File: config.mk
export PLATFORM = sky130hd
export DESIGN_NAME = bsg_catmap_job_arbiter_flat
export DESIGN_NICKNAME = d
export VERILOG_FILES = /design/src/rtl/bsg_catmap_pkg.sv /design/src/rtl/bsg_catmap_job_arbiter_if.sv /design/src/rtl/bsg_catmap_rr_picker.sv /design/src/rtl/bsg_catmap_job_arbiter.sv /design/src/flat_wrapper.sv
export SDC_FILE = /design/constraint.sdc
export NUM_CORES = 1
export LEC_CHECK = 0
export ABC_CLOCK_PERIOD_IN_PS = 3150
export CORE_MARGIN = 2
export CORE_UTILIZATION = 41
export DETAILED_ROUTE_END_ITERATION = 7
export PLACE_DENSITY_LB_ADDON = 0.12
export SYNTH_ARGS = -nofsm -noshare
export SYNTH_HDL_FRONTEND = slang
export SYNTH_SLANG_ARGS = --single-unit
File: constraint.sdc
create_clock -name clk_i -period 3.15 [get_ports clk_i]
set_clock_uncertainty 0.15 [all_clocks]
set_input_delay 0.315 -clock clk_i [delete_from_list [all_inputs] [get_ports clk_i]]
set_output_delay 0.315 -clock clk_i [all_outputs]
set_load 0.01 [all_outputs]
File: src/rtl/bsg_catmap_pkg.sv
// Shared types for the cat-map engine and its job arbiter: FSM states, job record, width helper.
package bsg_catmap_pkg;

    function automatic int bsg_safe_clog2(input int x);
        return (x <= 1) ? 1 : $clog2(x);
    endfunction

    localparam int catmap_max_game_length_lp = 256;
    localparam int catmap_glw_lp             = bsg_safe_clog2(catmap_max_game_length_lp + 1);

    typedef enum logic [1:0] {
        eIDLE  = 2'd0,
        eISSUE = 2'd1,
        eWAIT  = 2'd2,
        eRESP  = 2'd3
    } arb_state_e;

    typedef struct packed {
        logic [catmap_glw_lp-1:0] frames;
        logic                     decrypt;
    } catmap_job_s;

endpackage

File: src/rtl/bsg_catmap_job_arbiter_if.sv
// Requester-side and engine-side channels of the cat-map job arbiter.
// master = arbiter view, slave = requesters/engine view.
interface bsg_catmap_job_arbiter_if
    import bsg_catmap_pkg::*;
#(
    parameter int num_req_p         = 2,
    parameter int max_game_length_p = catmap_max_game_length_lp
) ();
    localparam int glw = bsg_safe_clog2(max_game_length_p + 1);
    localparam int lw  = bsg_safe_clog2(num_req_p);

    logic [num_req_p-1:0]     req_v_i;
    logic [num_req_p*glw-1:0] req_frames_i;
    logic [num_req_p-1:0]     req_decrypt_i;
    logic [num_req_p-1:0]     req_ready_o;
    logic [num_req_p-1:0]     resp_v_o;
    logic                     resp_err_o;
    logic [num_req_p-1:0]     resp_yumi_i;
    logic                     eng_v_o;
    logic [glw-1:0]           eng_frames_o;
    logic                     eng_decrypt_o;
    logic                     eng_ready_i;
    logic                     eng_v_i;
    logic                     eng_yumi_o;
    logic                     eng_abort_o;
    logic [lw-1:0]            owner_o;

    modport master (
        input  req_v_i, req_frames_i, req_decrypt_i, resp_yumi_i, eng_ready_i, eng_v_i,
        output req_ready_o, resp_v_o, resp_err_o, eng_v_o, eng_frames_o, eng_decrypt_o,
               eng_yumi_o, eng_abort_o, owner_o
    );

    modport slave (
        output req_v_i, req_frames_i, req_decrypt_i, resp_yumi_i, eng_ready_i, eng_v_i,
        input  req_ready_o, resp_v_o, resp_err_o, eng_v_o, eng_frames_o, eng_decrypt_o,
               eng_yumi_o, eng_abort_o, owner_o
    );

endinterface

File: src/rtl/bsg_catmap_rr_picker.sv
// Round-robin pick: first set request at or after rr_ptr_i, wrapping.
// Latency: combinational.
// Backpressure: none; pure function of its inputs.
module bsg_catmap_rr_picker
    import bsg_catmap_pkg::*;
#(
    parameter int num_req_p = 2,
    parameter int lw_p      = bsg_safe_clog2(num_req_p)
) (
    input  logic [num_req_p-1:0] req_i,
    input  logic [lw_p-1:0]      rr_ptr_i,
    output logic [num_req_p-1:0] grant_oh_o,
    output logic [lw_p-1:0]      grant_idx_o,
    output logic                 any_v_o
);

    logic [lw_p-1:0] w_idx [num_req_p];

    // w_idx[k] is the requester examined k-th, i.e. the rotation of the request vector.
    always_comb begin
        for (int k = 0; k < num_req_p; k++) begin
            w_idx[k] = lw_p'((int'(rr_ptr_i) + k) % num_req_p);
        end
    end

    always_comb begin
        grant_oh_o  = '0;
        grant_idx_o = '0;
        any_v_o     = 1'b0;
        for (int k = 0; k < num_req_p; k++) begin
            if (!any_v_o && req_i[w_idx[k]]) begin
                any_v_o              = 1'b1;
                grant_oh_o[w_idx[k]] = 1'b1;
                grant_idx_o          = w_idx[k];
            end
        end
    end

endmodule

File: src/rtl/bsg_catmap_job_arbiter.sv
// Shares one cat-map engine among num_req_p requesters, one job in flight, round-robin.
// Latency: req handshake -> eng_v_o 1 cycle; zero-frame job -> resp_v_o 1 cycle.
// Backpressure: holds eng_v_o until eng_ready_i, resp_v_o until owner yumi; optional CATMAP_ARB_WATCHDOG_EN.
module bsg_catmap_job_arbiter
    import bsg_catmap_pkg::*;
#(
    parameter int num_req_p         = 2,
    parameter int max_game_length_p = catmap_max_game_length_lp,
    parameter int watchdog_cycles_p = 4096
) (
    input  logic                     clk_i,
    input  logic                     reset_n_i,
    bsg_catmap_job_arbiter_if.master io
);

    localparam int glw = bsg_safe_clog2(max_game_length_p + 1);
    localparam int lw  = bsg_safe_clog2(num_req_p);

    arb_state_e           r_state;
    arb_state_e           w_state_nxt;
    logic [lw-1:0]        r_rr_ptr;
    logic [lw-1:0]        r_owner;
    catmap_job_s          r_job;
    logic                 r_err;

    logic [num_req_p-1:0] w_grant_oh;
    logic [lw-1:0]        w_grant_idx;
    logic                 w_any_v;
    logic [glw-1:0]       w_frames_sel;
    logic                 w_decrypt_sel;
    logic [num_req_p-1:0] w_owner_oh;
    logic                 w_req_hs;
    logic                 w_resp_hs;
    logic                 w_timeout;

    bsg_catmap_rr_picker #(
        .num_req_p (num_req_p),
        .lw_p      (lw)
    ) u_picker (
        .req_i       (io.req_v_i),
        .rr_ptr_i    (r_rr_ptr),
        .grant_oh_o  (w_grant_oh),
        .grant_idx_o (w_grant_idx),
        .any_v_o     (w_any_v)
    );

    always_comb begin
        w_frames_sel  = '0;
        w_decrypt_sel = 1'b0;
        for (int r = 0; r < num_req_p; r++) begin
            if (w_grant_idx == lw'(r)) begin
                w_frames_sel  = io.req_frames_i[r*glw +: glw];
                w_decrypt_sel = io.req_decrypt_i[r];
            end
        end
    end

    always_comb begin
        w_owner_oh          = '0;
        w_owner_oh[r_owner] = 1'b1;
    end

    assign w_req_hs  = (r_state == eIDLE) && w_any_v;
    assign w_resp_hs = (r_state == eRESP) && io.resp_yumi_i[r_owner];

`ifdef CATMAP_ARB_WATCHDOG_EN
    localparam int wdw = bsg_safe_clog2(watchdog_cycles_p);

    logic [wdw-1:0] r_wd_cnt;

    // Held at zero outside WAIT, so every WAIT visit starts counting from 0.
    always_ff @(posedge clk_i or negedge reset_n_i) begin
        if (!reset_n_i) begin
            r_wd_cnt <= '0;
        end else if (r_state != eWAIT) begin
            r_wd_cnt <= '0;
        end else begin
            r_wd_cnt <= r_wd_cnt + wdw'(1);
        end
    end

    assign w_timeout = (r_state == eWAIT) && (r_wd_cnt == wdw'(watchdog_cycles_p - 1));
`else
    // Without the watchdog the timeout can never fire; the cycle limit has no effect.
    assign w_timeout = (watchdog_cycles_p < 0);
`endif

    always_ff @(posedge clk_i or negedge reset_n_i) begin
        if (!reset_n_i) begin
            r_state <= eIDLE;
        end else begin
            r_state <= w_state_nxt;
        end
    end

    always_comb begin
        w_state_nxt = r_state;
        case (r_state)
            eIDLE:   if (w_req_hs) w_state_nxt = (w_frames_sel == '0) ? eRESP : eISSUE;
            eISSUE:  if (io.eng_ready_i) w_state_nxt = eWAIT;
            eWAIT:   if (io.eng_v_i || w_timeout) w_state_nxt = eRESP;
            eRESP:   if (w_resp_hs) w_state_nxt = eIDLE;
            default: w_state_nxt = eIDLE;
        endcase
    end

    always_ff @(posedge clk_i or negedge reset_n_i) begin
        if (!reset_n_i) begin
            r_rr_ptr <= '0;
            r_owner  <= '0;
            r_job    <= '0;
            r_err    <= 1'b0;
        end else begin
            if (w_req_hs) begin
                r_owner       <= w_grant_idx;
                r_job.frames  <= catmap_glw_lp'(w_frames_sel);
                r_job.decrypt <= w_decrypt_sel;
                r_err         <= 1'b0;
            end
            // A done arriving on the timeout cycle wins over the timeout.
            if (r_state == eWAIT) begin
                if (io.eng_v_i) begin
                    r_err <= 1'b0;
                end else if (w_timeout) begin
                    r_err <= 1'b1;
                end
            end
            if (w_resp_hs) begin
                r_rr_ptr <= (r_owner == lw'(num_req_p - 1)) ? '0 : r_owner + lw'(1);
            end
        end
    end

    always_comb begin
        io.req_ready_o   = (r_state == eIDLE) ? w_grant_oh : '0;
        io.eng_v_o       = (r_state == eISSUE);
        io.eng_frames_o  = glw'(r_job.frames);
        io.eng_decrypt_o = r_job.decrypt;
        io.eng_yumi_o    = (r_state == eWAIT) && io.eng_v_i;
        io.eng_abort_o   = w_timeout && !io.eng_v_i;
        io.resp_v_o      = (r_state == eRESP) ? w_owner_oh : '0;
        io.resp_err_o    = (r_state == eRESP) && r_err;
        io.owner_o       = r_owner;
    end

endmodule

File: src/flat_wrapper.sv
// flat-port wrapper written by rule: the top's interface ports become plain ports
module bsg_catmap_job_arbiter_flat import bsg_catmap_pkg::*;
#(
    parameter int num_req_p         = 2,
    parameter int max_game_length_p = catmap_max_game_length_lp,
    parameter int watchdog_cycles_p = 4096
)
  (clk_i, reset_n_i, io_req_v_i, io_req_frames_i, io_req_decrypt_i, io_resp_yumi_i, io_eng_ready_i, io_eng_v_i, io_req_ready_o, io_resp_v_o, io_resp_err_o, io_eng_v_o, io_eng_frames_o, io_eng_decrypt_o, io_eng_yumi_o, io_eng_abort_o, io_owner_o);
  bsg_catmap_job_arbiter_if #(.num_req_p(num_req_p), .max_game_length_p(max_game_length_p)) io_i ();
  input  logic clk_i;
  input  logic reset_n_i;
  input wire logic [$bits(io_i.req_v_i)-1:0] io_req_v_i;
  input wire logic [$bits(io_i.req_frames_i)-1:0] io_req_frames_i;
  input wire logic [$bits(io_i.req_decrypt_i)-1:0] io_req_decrypt_i;
  input wire logic [$bits(io_i.resp_yumi_i)-1:0] io_resp_yumi_i;
  input wire logic [$bits(io_i.eng_ready_i)-1:0] io_eng_ready_i;
  input wire logic [$bits(io_i.eng_v_i)-1:0] io_eng_v_i;
  output wire logic [$bits(io_i.req_ready_o)-1:0] io_req_ready_o;
  output wire logic [$bits(io_i.resp_v_o)-1:0] io_resp_v_o;
  output wire logic [$bits(io_i.resp_err_o)-1:0] io_resp_err_o;
  output wire logic [$bits(io_i.eng_v_o)-1:0] io_eng_v_o;
  output wire logic [$bits(io_i.eng_frames_o)-1:0] io_eng_frames_o;
  output wire logic [$bits(io_i.eng_decrypt_o)-1:0] io_eng_decrypt_o;
  output wire logic [$bits(io_i.eng_yumi_o)-1:0] io_eng_yumi_o;
  output wire logic [$bits(io_i.eng_abort_o)-1:0] io_eng_abort_o;
  output wire logic [$bits(io_i.owner_o)-1:0] io_owner_o;
  assign io_i.req_v_i = io_req_v_i;
  assign io_i.req_frames_i = io_req_frames_i;
  assign io_i.req_decrypt_i = io_req_decrypt_i;
  assign io_i.resp_yumi_i = io_resp_yumi_i;
  assign io_i.eng_ready_i = io_eng_ready_i;
  assign io_i.eng_v_i = io_eng_v_i;
  assign io_req_ready_o = io_i.req_ready_o;
  assign io_resp_v_o = io_i.resp_v_o;
  assign io_resp_err_o = io_i.resp_err_o;
  assign io_eng_v_o = io_i.eng_v_o;
  assign io_eng_frames_o = io_i.eng_frames_o;
  assign io_eng_decrypt_o = io_i.eng_decrypt_o;
  assign io_eng_yumi_o = io_i.eng_yumi_o;
  assign io_eng_abort_o = io_i.eng_abort_o;
  assign io_owner_o = io_i.owner_o;
  bsg_catmap_job_arbiter #(.num_req_p(num_req_p), .max_game_length_p(max_game_length_p), .watchdog_cycles_p(watchdog_cycles_p)) u_core (.clk_i(clk_i), .reset_n_i(reset_n_i), .io(io_i));
endmodule
-- Word level (Yosys, flattened, before mapping)
Cells that the tools add are included.
- memories kept: 0
- word-level logic and storage cells: 66
- bits in read-only memories: 0
- output and inout port bits: 19
- latch bits: 0
- bits in writable memories: 0
- register bits: 15
- bits of input ports: 28
- div/mod/pow operators: 0
- $lt $le $gt $ge: 6
- multiplexer cells: 32
- shift-type cells: 0
- multipliers: 0
- reductions and logical operators: 12
- equality and inequality tests: 7
- add/sub/neg operators: 2
- bitwise logic cells: 1
- operators by type and width (operator ; number):
    $mux 1 ; 18
    $mux 2 ; 9
    $logic_not 9->1 ; 1
    $mux 9 ; 1
    $logic_and 1x1->1 ; 8
    $pmux 2 s4 ; 1
    $lt 1x2->1 const B ; 3
    $eq 2x2->1 const B ; 2
    $ne 2x1->1 const B ; 2
    $ne 2x2->1 const B ; 2
    $reduce_and 4->1 ; 1
    $demux 1 s1 ; 3
    $ge 1x1->1 const B ; 3
    $add 1x1->1 const B ; 2
    $eq 2x1->1 const B ; 1
    $logic_not 2->1 ; 1
    $or 2x2->2 ; 1
    $logic_not 1->1 ; 1

-- Depth between registers and ports, before layout
- depth in word-level cells: 11
- mapped depth: 7
- gate-level depth less buffers: 7

-- Modules after synthesis
Synthesis repeated with hierarchy kept, for this count alone.
- cells, all modules: 94
- area, all modules: 915.9 µm²
- modules (own cells, without submodules) (module ; sequential area each (µm²) ; cells an instance ; area an instance (µm²) ; times used):
    bsg_catmap_job_arbiter ; 375.4 ; 89 ; 883.3 ; 1
    bsg_catmap_rr_picker ; 0.0 ; 5 ; 32.5 ; 1

-- Worst setup path before layout
OpenSTA, ideal clock, no wires.
- kind: flip-flop to flip-flop
- start: register u_core.r_state[0]
- end: register u_core.r_state[1]
- library setup time: 0.121 ns
- buffers on the path: 0
- period minus slack after synthesis: 1.596 ns
- data required time: 2.879 ns
- stages on the path, launching flop included: 7
- arrival: 1.325 ns
- slack: 1.554 ns
- cells stage by stage: dfrtp_1 -> inv_1 -> ha_1 -> inv_2 -> o311ai_2 -> nor2_1 -> a22o_1
- word-level cells in the longest chain between the ends: 4
- elaborated cells between the ends (all ways): 12
- classes of those cells: eq/ne: 7; mux: 1; reduce/logical: 4
- ends and longest elaborated chain (element ; line ; RTL):
    from (decl) ; bsg_catmap_job_arbiter.sv:19 ; arb_state_e r_state;
    from (signal assigned) ; bsg_catmap_job_arbiter.sv:90 ; r_state <= eIDLE;
    from (signal assigned) ; bsg_catmap_job_arbiter.sv:92 ; r_state <= w_state_nxt;
    $eq 2x2->1 / $logic_not 2->1 (equally long branches) ; bsg_catmap_job_arbiter.sv:64, bsg_catmap_job_arbiter.sv:98, bsg_catmap_job_arbiter.sv:63 ;
    $logic_and 1x1->1 (on tied branches) ; bsg_catmap_job_arbiter.sv:64, bsg_catmap_job_arbiter.sv:63 ;
    $ne 2x1->1 (no source line) ; - ;
    $reduce_and 4->1 (no source line) ; - ;
Parallel ways exist; a longest one is shown, timed or not.
A chain may end at the register's enable or synchronous reset.

-- Final worst setup path
- start: register u_core.r_state[1]
- end: output port io_req_ready_o[0]
- word-level cells in the longest chain between the ends: 2
- ends and longest elaborated chain (element ; line ; RTL):
    $logic_not 2->1 ; bsg_catmap_job_arbiter.sv:135 ; io.req_ready_o = (r_state == eIDLE) ? w_grant_oh : '0;
    $mux 2 ; bsg_catmap_job_arbiter.sv:135 ;
    to (decl) ; flat_wrapper.sv:18 ; output wire logic [$bits(io_i.req_ready_o)-1:0] io_req_ready_o;
No other way between the ends.

==> out/metrics.sh <==
OUTCOME='finished clean'
YOSYS.CELL_TYPES.COUNT=33
ASYNC_FLOP_SHARE_PCT=100
FP.DIEAREA_MM2=0.00254
DETAIL_ROUTE.WL_PER_CELL_UM=12.7
MOST_USED_CELLS_IN_THE_LAYOUT_EXCLUDING_FILL_AND_TAP_CELLS='45 x sky130_fd_sc_hd__clkdlybuf4s50_1, 15 x sky130_fd_sc_hd__dfrtp_1, 12 x sky130_fd_sc_hd__nand2_1, 11 x sky130_fd_sc_hd__mux2i_1, 10 x sky130_fd_sc_hd__o21ai_0'
GRT_PASS1_WL_UM=3500
FMAX_MHz=424
PWRDENS_mW_PER_MM2=750
CTS_TREE='yes'
LAYOUT_COMMONEST_CELL='sky130_fd_sc_hd__clkdlybuf4s50_1'
FINAL.FILL_COUNT=168
CLK_PIN_SLEW_WORST_PATHS_NS=0.09
DR_ITER_0_VIOLS=17
ANTENNA_VIOLATIONS_BEFORE_REPAIR=0
TIMING.CRITICAL_PATH.REQUIRED_NS=2.68
WORSTSETUPSTARTPOINTTYPE='register'
GLOBALROUTETOTALUTIL_PCT=18.0
CTSROOTBUFFERMASTER='sky130_fd_sc_hd__clkbuf_4'
SYN_INST=91
IO_PINS=47
CRITICAL_PATH_PEAK_FANOUT=5
CTS_MADE_BUFFERS=3
SYNTH_EDF_COUNT=0
GPL.FINAL_WEIGHTED_CONGESTION=0.785
DIE_W_UM=50.4
YS_WARN_COUNT=0
GRT_USE_MET1_PCT=22.1
SYN_AREA_UM2=881
ROUTED_WL_UM=2100
REPORT.FINAL.SETUP_VIOL=0
YS_SEQ_AREA_SHARE_PCT=42.6
WORST_PIN_SLEW_NS=0.674
MAPPEDNETLISTNETS=123
DRT-PASS1-ITER-COUNT=4
SYNTH_AREA_LEADER_CELL='sky130_fd_sc_hd__dfrtp_1'
ANTENNA-DIODE-COUNT=0
CORE.ROWCOUNT=16
MAXIMUM_VDD_DROP_mV=0.453
VIAS_IN_THE_FIRST_GLOBAL_ROUTE=862
MAX_SLEW_MARGIN_PCT=54.9
CTS_POST_SETUP_BUFFERS_INSERTED=0
POST_CTS_HOLD_BUFFER_COUNT=0
POST_CTS_RESIZED=0
POST_ROUTE_CELLS_DRIVE_ABOVE_1_SHARE_PCT=8.70
CAP_VIOL_MAX_COUNT=0
DP_CELLS=161
DETAIL-ROUTE-ANTENNA-NETS=0
SYNTH_AREA_PER_CELL_UM2=9.68
CTS_MAX_PATH_BUFFERS=2
WORSTHOLDPATHTYPE='input port to async pin'
PLACE.PORT_BUFFERS=45
ARRIVAL_NS=1.90
LAYOUT-AREA-OVERHEAD-VS-SYNTH_PCT=56.4
STATIC-LEAKAGE-POWER_uW=0.000611
GR-TOTAL-OVERFLOW=0
CLOCK_SINKS=15
POST-ROUTE-MIN-PERIOD_NS=2.36
USE_MET2_PCT=32.2
NUM-NETS-FINAL=171
CLK-INSERTION-DELAY-LATE_NS=0.28
REMAINING_DRC_ERRORS=0
INITIAL_CORE_UTIL_PCT=44.0
CRITPATHCAPTURETYPE='output pin'
GRT_MAX_DEGREE=16
TIMING.FINAL.WS_SETUP_NS=0.789
YS_SEQ_ELEMENTS=15
YS.FLOP_TYPE='sky130_fd_sc_hd__dfrtp_1'
R2R.WORST_PATH.CELLS=5
DP.FINAL_HPWL_UM=1680
REPORT.FINAL.HOLD_VIOL_COUNT=0
FLOORPLAN.CORE_AREA_MM2=0.00200
SLEW_VIOLATIONS=0
TNS_NS=0
ROUTED_VIAS=841
AVGVIACOUNTPERCELL=5.10
FIN_CELLS=165
SYNTH.TOP_CELL.AREA_SHARE_PCT=42.6
RSZ0062_AT_GRT='no'
TIMING.FINAL.CRIT_SHARE_PCT=74.9
TIMING.SETUP.CRITICAL_PATH_CLASS='register to output pin'
CTS.HTREE.LEVELS=1
PRE_CTS_SLACK_NS=0.784
YOSYS-TOP-CELLS-AREA='sky130_fd_sc_hd__dfrtp_1 43%, sky130_fd_sc_hd__mux2i_1 13%, sky130_fd_sc_hd__o21ai_0 6.3%'
TOP_USAGE_LAYER='met2'
GRTUSAGEMET3_PCT=2.68
DIE_H_UM=50.4
## worst max-delay path, cell delays in order (launching register included)
cell                              delay (ns)
sky130_fd_sc_hd__dfrtp_1                0.43
sky130_fd_sc_hd__inv_1                  0.10
sky130_fd_sc_hd__ha_1                   0.25
sky130_fd_sc_hd__inv_2                  0.07
sky130_fd_sc_hd__a211oi_1               0.19
sky130_fd_sc_hd__clkdlybuf4s50_1        0.58
## cell type report
cell class	instances	area, um^2	area share (%)
tap	27	33.8	2.45
clock buffer	4	26.3	1.91
sequential	15	375	27.2
inverter	4	15.0	1.09
timing repair buffer	47	465	33.8
multi-input combinational	68	462	33.5
## registers in the layout (all words and copies together) (netlist names)
register / count
u_core.io.eng_frames_o: 9
u_core.r_rr_ptr: 1
u_core.io.owner_o: 1
u_core.r_state: 2
u_core.r_err: 1
u_core.io.eng_decrypt_o: 1
## path summary, 6_finish.rpt
check                                                      start                                     to  slack [ns]
min in group clk_i         u_core.io.eng_frames_o[4]$_DFFE_PN0P_  u_core.io.eng_frames_o[4]$_DFFE_PN0P_        0.34
max in group asynchronous                              reset_n_i  u_core.io.eng_frames_o[8]$_DFFE_PN0P_        2.14
setup / recovery                   u_core.r_state[1]$_DFFE_PN0P_                      io_req_ready_o[0]        0.79
setup reg to reg                   u_core.r_state[1]$_DFFE_PN0P_  u_core.io.eng_frames_o[3]$_DFFE_PN0P_        1.40
hold / removal                                         reset_n_i          u_core.io.owner_o$_DFFE_PN0P_        0.29
hold reg to reg            u_core.io.eng_frames_o[4]$_DFFE_PN0P_  u_core.io.eng_frames_o[4]$_DFFE_PN0P_        0.34
## Yosys cell counts (2+ instances only)
cell and count:
sky130_fd_sc_hd__ha_1 4, sky130_fd_sc_hd__inv_1 3, sky130_fd_sc_hd__o21ai_0 11, sky130_fd_sc_hd__mux2i_1 11, sky130_fd_sc_hd__and2_1 2, sky130_fd_sc_hd__nor2_1 6
sky130_fd_sc_hd__nor4_1 2, sky130_fd_sc_hd__nor3_1 2, sky130_fd_sc_hd__nand2_1 12, sky130_fd_sc_hd__dfrtp_1 15
## power by group
| part | switching (uW) | internal (uW) | total, uW |
|---|---|---|---|
| sequential | 66.3 | 280 | 347 |
| clock | 61.5 | 49.1 | 111 |
| combinational | 257 | 319 | 576 |
| total | 385 | 648 | 1030 |
## logic make-up (layout without fill, tap and decap cells)
group | Yosys count | after routing | synth area share (%)
AOI/OAI and AO/OA | 21 | 21 | 16.6
muxes | 11 | 11 | 12.5
adders and majority gates | 4 | 4 | 5.68
buffers and inverters | 8 | 55 | 4.97
other | 1 | 1 | 0.426
DFF | 15 | 15 | 42.6
and+or+nand+nor | 31 | 31 | 17.2
## stage by stage
step | power (uW) | hold WS, ns | utilization, % | area (um^2)
final | 1030 | 0.289 | 68.8 | 1380
after global routing | 1120 | 0.344 | 68.8 | 1380
after CTS | 1050 | 0.308 | 68.8 | 1380
after detailed placement | 931 | 0.325 | 67.5 | 1350
after global placement | 914 | 0.315 | 67.5 | 1350
after floorplan | 650 | -0.131 | - | 881
## per-layer routing
metal	routed length [um]	part of all wire (%)	vias to the layer above
met1	880	42	390
li1	-	-	411
met4	14	0.67	0
met3	139	6.6	2
met2	1070	51	38
met5	0	0	-
No activity file was read; power rests on OpenSTA's default activity.
